File: config.mk
export PLATFORM = sky130hd
export DESIGN_NAME = cmd_slave_regfile
export DESIGN_NICKNAME = d
export VERILOG_FILES = /design/src/rtl/cmd_slave_regfile.sv
export SDC_FILE = /design/constraint.sdc
export NUM_CORES = 1
export LEC_CHECK = 0
export CAP_MARGIN = 25
export CORE_MARGIN = 3
export CORE_UTILIZATION = 44
export CTS_CLUSTER_DIAMETER = 120
export DETAILED_ROUTE_END_ITERATION = 8
export PLACE_DENSITY = 0.78
export SYNTH_ARGS = -nofsm -noshare
export SYNTH_HDL_FRONTEND = slang
export SYNTH_SLANG_ARGS = --single-unit
File: constraint.sdc
create_clock -name i_sysclk -period 2.8 [get_ports i_sysclk]
set_input_delay 0.56 -clock i_sysclk [delete_from_list [all_inputs] [get_ports i_sysclk]]
set_output_delay 0.56 -clock i_sysclk [all_outputs]
set_load 0.01 [all_outputs]
File: src/rtl/cmd_slave_regfile.sv
// Command-bus responder: decodes single-beat read/write commands into an ID word,
// a sticky EVENT/MASK/IRQ block, scratch, RW control words and RO status words.

module cmd_slave_ctrl_word #(
  parameter logic [31:0] RST_VAL = 32'h0
) (
  input  logic        i_sysclk,
  input  logic        i_srst,
  input  logic        we,
  input  logic [31:0] wdata,
  output logic [31:0] q
);
  always_ff @(posedge i_sysclk) begin
    if (i_srst)  q <= RST_VAL;
    else if (we) q <= wdata;
  end
endmodule

module cmd_slave_regfile #(
  parameter int          CMD_ADDR_BITS  = 24,
  parameter int          NUM_CTRL       = 4,
  parameter int          NUM_STAT       = 4,
  parameter int          ACK_DELAY      = 1,
  parameter logic [31:0] ID_VALUE       = 32'h5157_0001,
  parameter logic [31:0] CTRL_RESET_VAL = 32'h0,
  parameter logic [31:0] UNMAPPED_RDATA = 32'hDEAD_BEEF
) (
  input  logic                       i_sysclk,
  input  logic                       i_srst,
  input  logic                       i_cmd_sel,
  input  logic                       i_cmd_rd_wr_n,
  input  logic [CMD_ADDR_BITS-1:0]   i_cmd_byte_addr,
  input  logic [31:0]                i_cmd_wdata,
  output logic                       o_cmd_ack,
  output logic [31:0]                o_cmd_rdata,
  output logic [32*NUM_CTRL-1:0]     o_ctrl,
  input  logic [32*NUM_STAT-1:0]     i_status,
  input  logic [31:0]                i_event,
  output logic                       o_irq
);
  localparam int WW = CMD_ADDR_BITS - 2;
  localparam int CW = $clog2(ACK_DELAY + 1);
  localparam logic [CW-1:0] CNT_INIT = CW'(ACK_DELAY >= 2 ? ACK_DELAY - 2 : 0);

  generate
    if (ACK_DELAY < 1 || ACK_DELAY > 15) begin : g_bad_delay
      $error("cmd_slave_regfile: ACK_DELAY must be 1..15");
    end
    if (NUM_CTRL < 1 || NUM_CTRL > 64 || NUM_STAT < 1 || NUM_STAT > 64) begin : g_bad_count
      $error("cmd_slave_regfile: NUM_CTRL/NUM_STAT must be 1..64");
    end
  endgenerate

  typedef enum logic [1:0] {S_IDLE, S_WAIT, S_ACK} state_t;

  state_t                        state;
  logic [CW-1:0]                 cnt;
  logic                          lat_rd;
  logic [WW-1:0]                 lat_w;
  logic [31:0]                   lat_wdata;
  logic [31:0]                   ev_q, mask_q, scratch_q;
  logic [NUM_CTRL-1:0][31:0]     ctrl_q;
  logic [NUM_CTRL-1:0]           ctrl_we;

  logic                          c_go, c_rd, wr;
  logic [WW-1:0]                 c_w;
  logic [31:0]                   c_wdata, rd_mux, ev_clr;

  logic unused_addr_lsbs;
  assign unused_addr_lsbs = &{1'b0, i_cmd_byte_addr[1:0]};

  // The commit happens on the edge entering ACK; with ACK_DELAY=1 that is the
  // sampling edge itself, so the live bus is used instead of the latched copy.
  always_comb begin
    c_go    = 1'b0;
    c_rd    = lat_rd;
    c_w     = lat_w;
    c_wdata = lat_wdata;
    if (state == S_IDLE) begin
      c_go    = i_cmd_sel && (ACK_DELAY == 1);
      c_rd    = i_cmd_rd_wr_n;
      c_w     = i_cmd_byte_addr[CMD_ADDR_BITS-1:2];
      c_wdata = i_cmd_wdata;
    end else if (state == S_WAIT) begin
      c_go = (cnt == '0);
    end
  end

  assign wr     = c_go && !c_rd;
  assign ev_clr = (wr && c_w == WW'(1)) ? c_wdata : 32'h0;

  always_comb begin
    rd_mux = UNMAPPED_RDATA;
    if (c_w == WW'(0)) rd_mux = ID_VALUE;
    if (c_w == WW'(1)) rd_mux = ev_q;
    if (c_w == WW'(2)) rd_mux = mask_q;
    if (c_w == WW'(3)) rd_mux = scratch_q;
    for (int k = 0; k < NUM_CTRL; k++)
      if (c_w == WW'(4 + k)) rd_mux = ctrl_q[k];
    for (int k = 0; k < NUM_STAT; k++)
      if (c_w == WW'(4 + NUM_CTRL + k)) rd_mux = i_status[32*k +: 32];
  end

  genvar g;
  generate
    for (g = 0; g < NUM_CTRL; g++) begin : g_ctrl
      assign ctrl_we[g] = wr && (c_w == WW'(4 + g));
      cmd_slave_ctrl_word #(.RST_VAL(CTRL_RESET_VAL)) u_word (
        .i_sysclk (i_sysclk),
        .i_srst   (i_srst),
        .we       (ctrl_we[g]),
        .wdata    (c_wdata),
        .q        (ctrl_q[g])
      );
    end
  endgenerate

  assign o_ctrl = ctrl_q;

  always_ff @(posedge i_sysclk) begin
    if (i_srst) begin
      state       <= S_IDLE;
      cnt         <= '0;
      lat_rd      <= 1'b0;
      lat_w       <= '0;
      lat_wdata   <= '0;
      o_cmd_ack   <= 1'b0;
      o_cmd_rdata <= '0;
    end else begin
      o_cmd_ack <= 1'b0;
      case (state)
        S_IDLE: if (i_cmd_sel) begin
          lat_rd    <= i_cmd_rd_wr_n;
          lat_w     <= i_cmd_byte_addr[CMD_ADDR_BITS-1:2];
          lat_wdata <= i_cmd_wdata;
          if (ACK_DELAY == 1) begin
            state     <= S_ACK;
            o_cmd_ack <= 1'b1;
          end else begin
            state <= S_WAIT;
            cnt   <= CNT_INIT;
          end
        end
        S_WAIT: if (cnt == '0) begin
          state     <= S_ACK;
          o_cmd_ack <= 1'b1;
        end else begin
          cnt <= cnt - 1'b1;
        end
        S_ACK:   state <= S_IDLE;
        default: state <= S_IDLE;
      endcase
      if (c_go && c_rd) o_cmd_rdata <= rd_mux;
    end
  end

  // Set beats clear: a bit pulsed on i_event survives a same-cycle W1C.
  always_ff @(posedge i_sysclk) begin
    if (i_srst) begin
      ev_q      <= '0;
      mask_q    <= '0;
      scratch_q <= '0;
      o_irq     <= 1'b0;
    end else begin
      ev_q  <= (ev_q & ~ev_clr) | i_event;
      o_irq <= |(ev_q & mask_q);
      if (wr && c_w == WW'(2)) mask_q    <= c_wdata;
      if (wr && c_w == WW'(3)) scratch_q <= c_wdata;
    end
  end
endmodule
==> results of run 1 <==
[cells in the final DEF, fill, tap and decap left out, types with 5 or more instances in the layout]
cell,synthesis,final
nand4_1,11,11
clkbuf_16,0,41
o21ai_1,13,12
a211oi_1,202,196
nand2_1,162,162
or3_1,43,42
a222oi_1,13,13
a21oi_1,123,123
nor2_1,284,280
dfxtp_1,313,310
or4_4,5,6
a22oi_1,20,18
nor2_4,0,7
a211oi_2,2,8
and2_1,5,5
mux2i_1,44,42
clkbuf_8,0,10
clkdlybuf4s50_1,0,370
o21ai_0,14,14
a221oi_1,29,25
o31a_1,5,5
a31oi_1,6,5
and3_1,13,13
buf_4,3,189
o221ai_1,39,28
inv_1,6,6
nor3_1,25,24
o22ai_1,42,40
nand3_1,10,10
dlygate4sd2_1,0,7
buf_6,3,16
o211ai_1,5,5
a221oi_2,9,12
buf_12,0,30
o221ai_2,0,8
mux2_2,5,5
a22o_1,9,8
[layer usage]
layer / vias up / global-route usage, %
met3: 186 / 7.13
met4: 0 / 15.6
li1: 7371 / -
met5: - / 0
met1: 7715 / 45.6
met2: 981 / 57.9
[cells in the mapped netlist (20+ instances only)]
master    count  area, µm²
a22oi_1      20        150
nor3_1       25        125
a211oi_1    202       1520
nor2_1      284       1070
o221ai_1     39        342
nand2_1     162        608
o22ai_1      42        263
or3_1        43        269
buf_2        27        135
a21oi_1     123        616
mux2i_1      44        440
a221oi_1     29        254
clkbuf_1    109        409
dfxtp_1     313       6270
[power groups by stage]
stage	clock (mW)	combinational, mW	sequential [mW]
final	4.69	1.24	4.65
after global routing	4.92	1.31	4.66
after CTS	4.73	1.20	4.65
after detailed placement	0	1.19	4.75
after global placement	0	1.18	4.74
after floorplan	0	0.455	4.72
[sequential cells by signal, indices dropped and copies added, names as in the netlist]
signal           flops
g_ctrl.u_word.q    128
ev_q                32
lat_wdata           32
mask_q              32
o_cmd_rdata         32
scratch_q           32
lat_w               22
o_cmd_ack            1
o_irq                1
state                1
[final cells by class]
| cell class | count | area (µm²) |
|---|---|---|
| fillers | 2487 | 9860 |
| repair buffers | 622 | 6190 |
| clock buffers | 50 | 1050 |
| multi-input cells | 1218 | 7690 |
| clock inverters | 10 | 121 |
| flip-flops and latches | 313 | 6270 |
| inverters | 6 | 22.5 |
| well taps | 402 | 503 |
| diodes | 1 | 2.50 |
[through the flow]
stage | worst slack, ns | hold slack [ns] | cells | cell area, µm² | total power [mW]
after detailed placement | -0.767 | 0.446 | 2531 | 20000 | 5.94
final | -0.00405 | 0.390 | 2622 | 21900 | 10.6
after CTS | -0.0292 | 0.374 | 2604 | 21400 | 10.6
after global routing | -0.0748 | 0.385 | 2621 | 21900 | 10.9
after floorplan | 0.0235 | 0.436 | 1686 | 14200 | 5.18
after global placement | -0.705 | 0.441 | 2531 | 20000 | 5.92
[worst paths after layout]
path / end / slack, ns / depth (start not counted)
min: lat_w[15] / 0.39 / 3
max: o_cmd_rdata[5] / -0.004 / 7
max reg2reg: o_cmd_rdata[5] / -0.004 / 7
min reg2reg: lat_wdata[23] / 0.45 / 2
[timing repair]
item                       in CTS  in global routing
gates cloned                    2                  5
gates resized for setup        33                 43
setup endpoints to repair     120                108
setup buffers                  11                 13
pin swaps                      11                 25
[cell families after synthesis]
logic type,count (synthesis)
AOI/OAI and AO/OA,573
buffers and inverters,155
DFF,313
muxes,49
and+or+nand+nor,596
[tightest hold or removal path, cell delays in order]
cell and delay [ns]:
dlymetal6s2s_1 0.15, nand2_1 0.08, a21oi_1 0.06
==> metrics.md, run 1 <==
| Metric | Value |
|---|---|
| Post-synth net total | 1,906 |
| Vias in the first global route | 15,000 |
| Mapped Area | 0.0142 mm² |
| Failing checks | setup timing |
| Power Dens Cells | 484 mW/mm² |
| Slowest library cell on the worst path | or4_4 |
| Via density | 6.20 |
| Antenna viol nets, final | 0 |
| Clk Latency, worst-skew pair | 0.52 ns |
| Layout cells sized above 1 | 17.5% |
| Synth Register Bits | 313 |
| Crit. Startpoint | lat_w[8] |
| Clock-pin slew on the worst setup and hold paths | 0.06 ns |
| Hold Crit Class | input pin to register |
| Crit-path max cell delay | 0.60 ns |
| Static leakage | 7.87 nW |
| Io pins | 382 |
| Internal power | 7.96 mW |
| GRT Overall Usage | 35.5% |
| Site Rows | 65 |
| Synth Area in Adders | 0% |
| Combinational fraction of design power | 11.7% |
| Worst-Margin Slew | 1.09 ns |
| Max clock buf depth | 3 |
| Layout area overhead | 53.4% |
| Worst r2r src | lat_w[8] |
| Top_reg_cell synth | dfxtp_1 |
| Pin count of the biggest net entering global routing | 119 |
| Drt wl/cell | 25.2 µm |
| Synth Area in XOR/XNOR | 0% |
| Nets | 2,416 |
| Sink Count | 313 |
| Period utilisation layout | 100% |
| Syn avg cell area | 8.45 µm² |
| Worst path cell trace | or4_4 -> or4_4 -> a221oi_4 -> a22oi_1 -> buf_4 -> or3_4 -> a211oi_2 |
| First-pass GRT wire length | 93,200 µm |
| GR Overflow Total | 0 |
| Sw Pwr | 2.62 mW |
| Root buf cell | clkbuf_16 |
| Flop pwr share | 43.9% |
| Routability cong. | 1.04 |
| CP Capture Type | register |
| Mapped Cells | 1,686 |
| Crit path max-delay family | simple AND/OR/NAND/NOR gates |
| Clock network power share | 44.3% |
| H-tree Lvls | 2 |
| Synth Area in Simple Gates | 18.6% |
| Async SR Flop Fraction | 0% |
| Met2 wire len | 30,300 µm |
| Status | finished, violations left |
| Worst setup margin | -0.00405 ns |
| Metal3 WL | 6280 µm |
| Total wire length | 66,000 µm |
| MaxCap Viol Count | 0 |
| Worst EP arrival | 3.22 ns |
| TNS Setup | -0.00405 ns |
| Worst vdd ir | 0.442 mV |
| Critical path's most frequent cell | or4_4 |
| DRT iter0 DRCs | 1,861 |
| Main combinational cell family by area after synthesis | compound AO/OA/AOI/OAI gates |
| Max transition margin | 25.5% |
| Worst setup path category | register to register |
| Final setup viols | 1 |
| Number of flops mapped to enable cells by yosys | 0 |
| RSZ-0062 raised after global routing | yes |
| Yosys warns | 0 |
| Unique cell type count in the Yosys netlist | 65 |
| Max Fclk | 357 MHz |
| Final hold violation count | 0 |
| Post-Route Utilization | 68.9% |
| Post-synthesis compound-gate area fraction | 29.4% |
| Crit Path Max Fanout | 3 |
| Sequential area share after synthesis | 44.0% |
| HPWL after detailed placement | 49,200 µm |
| Port Buffer Count | 379 |
| DR top layer | met4 |
| Initial antenna violation count | 1 |
| Die Y | 186 µm |
| Switching share of power | 24.8% |
| Metal-1 WL | 26,100 µm |
| Die area | 0.0346 mm² |
| CTS tree | built |
| Chip width | 186 µm |
| Initial core utilization | 44.9% |
| CTS Hold Bufs | 0 |
| Fin Clk Skew | 0.0153 ns |
| Min cycle time layout | 2.80 ns |
| Buffers & Inverters on Critical Path | 1 |
| Via count | 16,300 |
| CTS Buf Count | 35 |
| Pre-antenna DRT Iters | 6 |
| Mux cell area share after synthesis | 3.49% |
| Hold_sp | i_cmd_byte_addr[17] |
| Final Max Tran Viols | 0 |
| Residual DRC | 0 |
| Critical path launch point type | register |
| WP data required | 3.22 ns |
| Placeable core region | 0.0317 mm² |
No activity file was read; power rests on OpenSTA's default activity.
==> run 2: changes to the inputs <==
--- a/config.mk
+++ b/config.mk
@@ -5,11 +5,12 @@
 export SDC_FILE = /design/constraint.sdc
 export NUM_CORES = 1
 export LEC_CHECK = 0
-export CAP_MARGIN = 25
+export CAP_MARGIN = 10
 export CORE_MARGIN = 3
 export CORE_UTILIZATION = 44
 export CTS_CLUSTER_DIAMETER = 120
 export DETAILED_ROUTE_END_ITERATION = 8
+export GPL_TIMING_DRIVEN = 0
 export PLACE_DENSITY = 0.78
 export SYNTH_ARGS = -nofsm -noshare
 export SYNTH_HDL_FRONTEND = slang
==> run 2 against run 1 <==
Effect of this change: the flow still finishes with violations (setup timing); sequential share of layout area increased by 0.14 points; critical path depth unchanged; clock power grew 11%; cell count shrank 0.99%; flip-flop and latch count did not move; register-to-register slack lost 0.10 ns; combinational power hardly changed; die area stayed put; critical path type unchanged; critical endpoint is now o_cmd_rdata[4]; largest cell class unchanged; highest routed layer unchanged.
==> metrics.md, run 2 (same netlist as run 1, synthesis figures left out) <==
| Metric | Value |
|---|---|
| Clock-pin slew on the worst setup and hold paths | 0.06 ns (about the same) |
| Residual DRC | 0 (unchanged) |
| Die area | 0.0346 mm² (unchanged) |
| Vias in the first global route | 16,100 (+7.2%) |
| Layout cells sized above 1 | 16.9% (-0.62 points) |
| Placeable core region | 0.0317 mm² (unchanged) |
| Drt wl/cell | 29.0 µm (+15%) |
| Max reg flops | 128 (unchanged) |
| Power Dens Cells | 511 mW/mm² (+5.5%) |
| Pin count of the biggest net entering global routing | 14 (-88%) |
| Final setup viols | 17 (+16) |
| Critical path launch point type | register |
| GRT Overall Usage | 41.2% (+5.7 points) |
| TNS Setup | -0.730 ns (-0.726 ns) |
| Port Buffer Count | 378 (-0.26%) |
| Post-Place Setup Slack | -1.72 ns (-0.951 ns) |
| Clk Latency, worst-skew pair | 0.54 ns (+0.02 ns) |
| Io pins | 382 (unchanged) |
| Worst setup path category | register to register |
| Worst EP arrival | 3.33 ns (+0.11 ns) |
| Worst vdd ir | 0.497 mV (+12%) |
| Placed cell area | 0.0185 mm² (-7.2%) |
| Initial antenna violation count | 0 (-1) |
| DRT iter0 DRCs | 2,037 (+9.5%) |
| CTS tree | built |
| Nets | 2,388 (-1.2%) |
| Final hold slack | 0.320 ns (-0.0698 ns) |
| RSZ-0062 raised after global routing | yes |
| Top reg by flops | g_ctrl.u_word.q |
| Die Y | 186 µm (unchanged) |
| Final Max Tran Viols | 0 (unchanged) |
| Max clock buf depth | 3 (unchanged) |
| Total wire length | 75,300 µm (+14%) |
| H-tree Lvls | 2 (unchanged) |
| Crit Path Max Fanout | 4 (+1) |
| Final hold violation count | 0 (unchanged) |
| R2R Setup Slk | -0.11 ns (-0.10 ns) |
| First-pass GRT wire length | 105,000 µm (+13%) |
| Min cycle time layout | 2.91 ns (+0.104 ns) |
| MaxCap Viol Count | 0 (unchanged) |
| GR Overflow Total | 0 (unchanged) |
| Hold Crit Class | input pin to register |
| Max Fclk | 344 MHz (-3.6%) |
| CTS Buf Count | 36 (+2.9%) |
| Pre-antenna DRT Iters | 9 (+3) |
| Worst-Margin Slew | 1.21 ns (+0.121 ns) |
| Via density | 6.58 (+6.1%) |
| Non-Filler Instances | 2,596 (-0.99%) |
| Sink Count | 313 (unchanged) |
| Routability cong. | 1.03 (-1.2%) |
| Chip width | 186 µm (unchanged) |
| HPWL after detailed placement | 56,400 µm (+15%) |
| WP data required | 3.22 ns (about the same) |
| Commonest non-fill, non-tap cell in the layout | clkdlybuf4s50_1 |
| Static leakage | 7.70 nW (-2.2%) |
| Fin Clk Skew | 0.0243 ns (+0.00897 ns) |
| DP Cell Count | 2,467 (-2.5%) |
| Via count | 17,100 (+5.1%) |
| Most frequent cells in the layout | 369 x clkdlybuf4s50_1, 308 x dfxtp_1, 274 x nor2_1, 198 x a211oi_1, 158 x nand2_1 |
| Post-route design area | 0.0217 mm² (-0.48%) |
| Initial core utilization | 44.9% (unchanged) |
| Site Rows | 65 (unchanged) |
| Antenna viol nets, final | 0 (unchanged) |
| Failing checks | setup timing |
| Max transition margin | 17.2% (-8.3 points) |
| Period utilisation layout | 104% (+3.7 points) |
| Diodes inserted | 0 (-1) |
| Status | finished, violations left |
| CP Capture Type | register |
| Worst setup margin | -0.108 ns (-0.104 ns) |
| Root buf cell | clkbuf_16 |
| Layout area overhead | 52.6% |
run 2: cell count changes in the layout (fill, tap and decap cells not counted), sizes merged:
cell           before  now
clkdlybuf4s50     370  369
bufbuf              1    0
clkdlybuf4s15       0    1
clkinv              6    4
diode               1    0
bufinv              2    6
dlygate4sd2         7    4
clkbuf             55  155
buf               238  115
run 2: metal layers:
layer | track usage, % | vias to the layer above | part of all wire [%]
met1 | 48.0 | 8047 | 35
met2 | 66.7 | 1345 | 45
met4 | 27.1 | 0 | 8.3
met3 | 11.0 | 361 | 12
li1 | - | 7323 | -
met5 | 0 | - | 0
run 2: stage by stage:
| stage | power, mW | utilization (%) |
|---|---|---|
| after floorplan | 5.18 | - |
| after global placement | 5.83 | 58.4 |
| after detailed placement | 5.85 | 58.5 |
| after CTS | 11.0 | 66.0 |
| after global routing | 11.3 | 68.6 |
| final | 11.1 | 68.6 |
run 2: final timing paths:
path                             from             end  cells past startpoint
hold / removal    i_cmd_byte_addr[13]       lat_w[11]                      3
setup reg to reg            lat_w[11]  o_cmd_rdata[4]                      7
hold reg to reg         lat_wdata[13]   lat_wdata[13]                      2
setup / recovery            lat_w[11]  o_cmd_rdata[4]                      7
run 2: power by group:
part / internal, mW / switching (mW)
combinational: 0.540 / 0.720
sequential: 4.56 / 0.101
clock: 3.21 / 1.99
run 2: final cells by class:
class | instances | area (µm²)
Timing Repair Buffer | 450 | 4460
Sequential cell | 313 | 6270
Multi-Input combinational cell | 1218 | 8320
Inverter | 6 | 22.5
Fill cell | 2561 | 9970
Buffer | 143 | 876
Clock buffer | 52 | 1060
Tap cell | 402 | 503
Clock inverter | 12 | 230
run 2: timing repair:
action                     in CTS  in global routing
setup endpoints to repair     283                227
setup buffers                  42                 28
hold buffers                    0                  0
cloned                          1                  1
pin swaps                      30                 43
resized for setup             188                164
run 2: critical path, stage by stage, from the launching register on:
cell	delay, ns
dfxtp_2	0.33
or4_4	0.58
or4_4	0.60
a221o_2	0.45
buf_4	0.18
o221ai_4	0.22
a211oi_2	0.09
or3_1	0.34
